File: src/rtl/pc_seq_pkg.sv
// Shared definitions for the PC sequencer and the PC mux it steers.
package pc_seq_pkg;

    typedef enum logic [1:0] {
        RST_VEC  = 2'd0,
        RUN      = 2'd1,
        INT_PUSH = 2'd2,
        INT_VEC  = 2'd3
    } state_t;

    localparam logic [1:0] SEL_INT    = 2'b00;
    localparam logic [1:0] SEL_FIRST  = 2'b01;
    localparam logic [1:0] SEL_NEXT   = 2'b10;
    localparam logic [1:0] SEL_BRANCH = 2'b11;

endpackage

File: src/rtl/pc_sequencer.sv
// PC sequencing FSM: reset-vector fetch, normal run, interrupt PC save and
// interrupt-vector fetch. Exposes state and int_active for observation.
module pc_sequencer
    import pc_seq_pkg::*;
#(
    parameter int PUSH_BEATS = 2
) (
    input  logic       clk,
    input  logic       rst,
    input  logic       int_req,
    input  logic       rti,
    input  logic       branch_taken,
    input  logic       stall,
    input  logic       mem_ready,
    output logic [1:0] pc_sel,
    output logic       pc_en,
    output logic       vec_rd,
    output logic       vec_sel,
    output logic       push_pc,
    output logic       flush,
    output logic       int_ack,
    output state_t     dbg_state,
    output logic       dbg_int_active
);

    state_t     state_q, state_d;
    logic [3:0] cnt_q, cnt_d;
    logic       int_active_q, int_active_d;
    logic       rel_q;
    logic       int_set;

    // Vector handshake: vec_rd is held as a request; the word is taken in
    // the cycle where mem_ready is seen with vec_rd high, and only then.
    always_comb begin
        state_d = state_q;
        cnt_d   = cnt_q;
        int_set = 1'b0;
        pc_sel  = SEL_NEXT;
        pc_en   = 1'b0;
        vec_rd  = 1'b0;
        vec_sel = 1'b0;
        push_pc = 1'b0;
        flush   = 1'b0;
        int_ack = 1'b0;

        case (state_q)
            RST_VEC: begin
                // rel_q keeps the vector read off until the first clock after reset release.
                if (rel_q) begin
                    vec_rd = 1'b1;
                    if (mem_ready) begin
                        pc_sel  = SEL_FIRST;
                        pc_en   = 1'b1;
                        state_d = RUN;
                    end
                end
            end
            RUN: begin
                if (branch_taken) begin
                    pc_sel = SEL_BRANCH;
                    pc_en  = 1'b1;
                    flush  = 1'b1;
                end else if (stall) begin
                    pc_en = 1'b0;
                end else if (int_req && !int_active_q) begin
                    flush   = 1'b1;
                    int_set = 1'b1;
                    cnt_d   = 4'd0;
                    state_d = INT_PUSH;
                end else begin
                    pc_sel = SEL_NEXT;
                    pc_en  = 1'b1;
                end
            end
            INT_PUSH: begin
                push_pc = 1'b1;
                if (cnt_q == 4'(PUSH_BEATS - 1)) begin
                    cnt_d   = 4'd0;
                    state_d = INT_VEC;
                end else begin
                    cnt_d = cnt_q + 4'd1;
                end
            end
            INT_VEC: begin
                vec_rd  = 1'b1;
                vec_sel = 1'b1;
                if (mem_ready) begin
                    pc_sel  = SEL_INT;
                    pc_en   = 1'b1;
                    int_ack = 1'b1;
                    state_d = RUN;
                end
            end
            default: state_d = RST_VEC;
        endcase

        // Entry wins over a simultaneous rti.
        if (int_set) begin
            int_active_d = 1'b1;
        end else if (rti) begin
            int_active_d = 1'b0;
        end else begin
            int_active_d = int_active_q;
        end
    end

    always_ff @(posedge clk or posedge rst) begin
        if (rst) begin
            state_q      <= RST_VEC;
            cnt_q        <= 4'd0;
            int_active_q <= 1'b0;
            rel_q        <= 1'b0;
        end else begin
            state_q      <= state_d;
            cnt_q        <= cnt_d;
            int_active_q <= int_active_d;
            rel_q        <= 1'b1;
        end
    end

    assign dbg_state      = state_q;
    assign dbg_int_active = int_active_q;

endmodule

File: config.mk
export PLATFORM = sky130hd
export DESIGN_NAME = pc_sequencer
export DESIGN_NICKNAME = d
export VERILOG_FILES = /design/src/rtl/pc_seq_pkg.sv /design/src/rtl/pc_sequencer.sv
export SDC_FILE = /design/constraint.sdc
export NUM_CORES = 1
export LEC_CHECK = 0
export ABC_AREA = 1
export CAP_MARGIN = 20
export CORE_AREA = 5 5 42 44
export CTS_BUF_LIST = sky130_fd_sc_hd__clkbuf_4
export CTS_CLUSTER_DIAMETER = 120
export DETAILED_ROUTE_END_ITERATION = 6
export DIE_AREA = 0 0 47 49
export PLACE_DENSITY = 0.78
export SETUP_SLACK_MARGIN = 0.02
export SLEW_MARGIN = 20
export SYNTH_ARGS = -nofsm -noshare
export SYNTH_HDL_FRONTEND = slang
export SYNTH_SLANG_ARGS = --single-unit
File: constraint.sdc
create_clock -name clk -period 2 [get_ports clk]
set_input_delay 0.2 -clock clk [delete_from_list [all_inputs] [get_ports clk]]
set_output_delay 0.2 -clock clk [all_outputs]
set_load 0.01 [all_outputs]
==> flow_metrics.env <==
export IMPL_clock_latency_ns=0.26
export IMPL_grt_usage_pct=14.0
export IMPL_yosys_warnings=0
export IMPL_clkSinkCount=8
export IMPL_min_path_type="input pin to async pin"
export IMPL_drv_slew=0
export IMPL_cp_max_fo=8
export IMPL_setup_viol=0
export IMPL_cts_clk_slew_worst_paths_ns=0.05
export IMPL_ios=18
export IMPL_synth_seq_area_share_pct=32.9
export IMPL_root_buffer="clkbuf_4"
export IMPL_drcViolationCount=0
export IMPL_finalNetCount=123
export IMPL_fin_area_um2=843
export IMPL_grt_pass1_wl_um=2360
export IMPL_die_w_um=47
export IMPL_syn_area_um2=608
export IMPL_power_mw=1.16
export IMPL_num_rows=14
export IMPL_antenna_found_initial=0
export IMPL_clockBufferDepth=2
export IMPL_cts_tree="yes"
export IMPL_die_area_um2=2300
export IMPL_drive_gt1_share_pct=13.1
export IMPL_dp_cells=120
export IMPL_drt_iter0_markers=7
export IMPL_status="completed"
export IMPL_stdcell_count=123
export IMPL_skew_ns=0.00544
export IMPL_wirelength_um=1410
export IMPL_synthDistinctLibCells=19
export IMPL_peakVddDrop_uv=676
export IMPL_start_util_pct=43.4
export IMPL_gr_total_overflow=0
export IMPL_fin_util_pct=60.2
export IMPL_gp_congestion=0.792
export IMPL_first_pass_iters=5
export IMPL_period_share_pct=92.6
export IMPL_vias_per_cell=4.98
export IMPL_dpl_instance_area_um2=813
export IMPL_vias=613
export IMPL_wl_per_cell_um=11.5
export IMPL_cp_required_ns=1.80
export IMPL_power_leakage_nw=0.436
export IMPL_pre_cts_slack_ns=0.166
export IMPL_numCtsBuffers=3
export IMPL_ant_nets=0
export IMPL_ys_ff_latch=8
export IMPL_synthCells=85
export IMPL_clock_fmax_mhz=540
export IMPL_tns_ns=0
export IMPL_hold_slack_ns=0.187
export IMPL_endpoint_kind="primary output"
export IMPL_syn_avg_cell_area_um2=7.15
export IMPL_area_growth_pct=38.7
export IMPL_final_hold_violation_count=0
export IMPL_port_buffers=17
export IMPL_rsz0062_at_grt="no"
export IMPL_critPathKind="flip-flop to primary output"
export IMPL_cts_setup_buffers=0
export IMPL_core_area_um2=1400
export IMPL_cp_start_kind="flip-flop"
export IMPL_insertedDiodeCount=0
export IMPL_grt_max_degree=9
export IMPL_grt_pass1_vias=595
export IMPL_crit_arrival_ns=1.65
export IMPL_dp_hpwl_um=1140
export IMPL_syn_nets=99
export IMPL_ctsHoldBuffers=0
export IMPL_cts_repair_resized=7
export IMPL_p_per_area_nw_per_um2=1380
export IMPL_htree_levels=1
export IMPL_drv_cap=0
export IMPL_die_h_um=49
export IMPL_min_period_ns=1.85
export IMPL_setup_slack_ns=0.148
## cell type report
cell class	count	area [µm²]
fillers	133	558
multi-input cells	64	367
flip-flops and latches	8	201
repair buffers	19	184
inverters	13	48.8
clock buffers	3	22.5
well taps	16	20.0
## kinds of logic after synthesis
logic type | Yosys count | synth area share, %
AND/OR/NAND/NOR | 42 | 30.0
flip-flops | 8 | 32.9
buffers and inverters | 13 | 8.03
other | 1 | 0.617
adder cells (fa/ha/maj) | 7 | 14.4
XOR/XNOR | 1 | 1.44
AO/OA/AOI/OAI | 13 | 12.6
## sequential cells by signal (all words and copies together), names as in the netlist
register and cells:
cnt_q 4, dbg_state 2, dbg_int_active 1, rel_q 1
## report_power, final
part / internal, mW / leakage, nW / switching, mW
clock network: 0.0686 / 0.0138 / 0.0536
registers: 0.203 / 0.104 / 0.0406
logic: 0.364 / 0.318 / 0.433
total: 0.635 / 0.436 / 0.527
## Yosys cell counts
cell type	n	area share, %
nand3_2	1	1.6
nor2_2	2	2.1
nand3b_1	1	1.2
a21oi_2	1	1.4
dfrtp_1	8	33
nand4_1	1	1.0
nor2_1	7	4.3
o21ai_0	3	2.5
ha_1	7	14
nand2_1	24	15
nand3_1	6	4.9
inv_1	13	8.0
o21ai_1	2	1.6
o21bai_1	1	1.2
conb_1	1	0.62
o21ai_2	1	1.4
o22ai_1	1	1.0
a21oi_1	4	3.3
xor2_1	1	1.4
## worst max-delay path, cell delays in order, from the launching register on
cell             delay [ns]
dfrtp_2                0.44
inv_1                  0.11
ha_2                   0.29
clkdlybuf4s50_1        0.57
## worst paths after layout
check / startpoint / slack [ns] / end / cells past startpoint
max: dbg_state[0] / 0.15 / push_pc / 3
min: rst / 0.19 / cnt_q[2] / 2
max reg2reg: dbg_state[0] / 0.56 / dbg_state[0] / 6
min reg2reg: cnt_q[3] / 0.55 / cnt_q[3] / 2
max in group asynchronous: rst / 1.55 / dbg_state[0] / 2
min in group clk: rti / 0.53 / dbg_int_active / 2
## layer usage
layer | part of all wire (%) | wire length (µm) | global-route usage (%)
met5 | 0 | 0 | 0
met4 | 2.3 | 33 | 9.22
met3 | 5.9 | 84 | 2.58
met2 | 53 | 742 | 23.8
met1 | 39 | 551 | 14.8
## cells in the final DEF, fill, tap and decap left out
| cell | n |
|---|---|
| a21oi_1 | 4 |
| a21oi_2 | 1 |
| buf_4 | 2 |
| clkbuf_4 | 3 |
| clkdlybuf4s50_1 | 13 |
| conb_1 | 1 |
| dfrtp_1 | 7 |
| dfrtp_2 | 1 |
| dlygate4sd2_1 | 3 |
| dlymetal6s2s_1 | 1 |
| ha_1 | 4 |
| ha_2 | 3 |
| inv_1 | 13 |
| nand2_1 | 24 |
| nand3_1 | 6 |
| nand3_2 | 1 |
| nand3b_1 | 1 |
| nand4_1 | 1 |
| nor2_1 | 7 |
| nor2_2 | 2 |
| o21ai_0 | 3 |
| o21ai_1 | 2 |
| o21ai_2 | 1 |
| o21bai_1 | 1 |
| o22ai_1 | 1 |
| xor2_1 | 1 |
No activity file was read; power rests on OpenSTA's default activity.
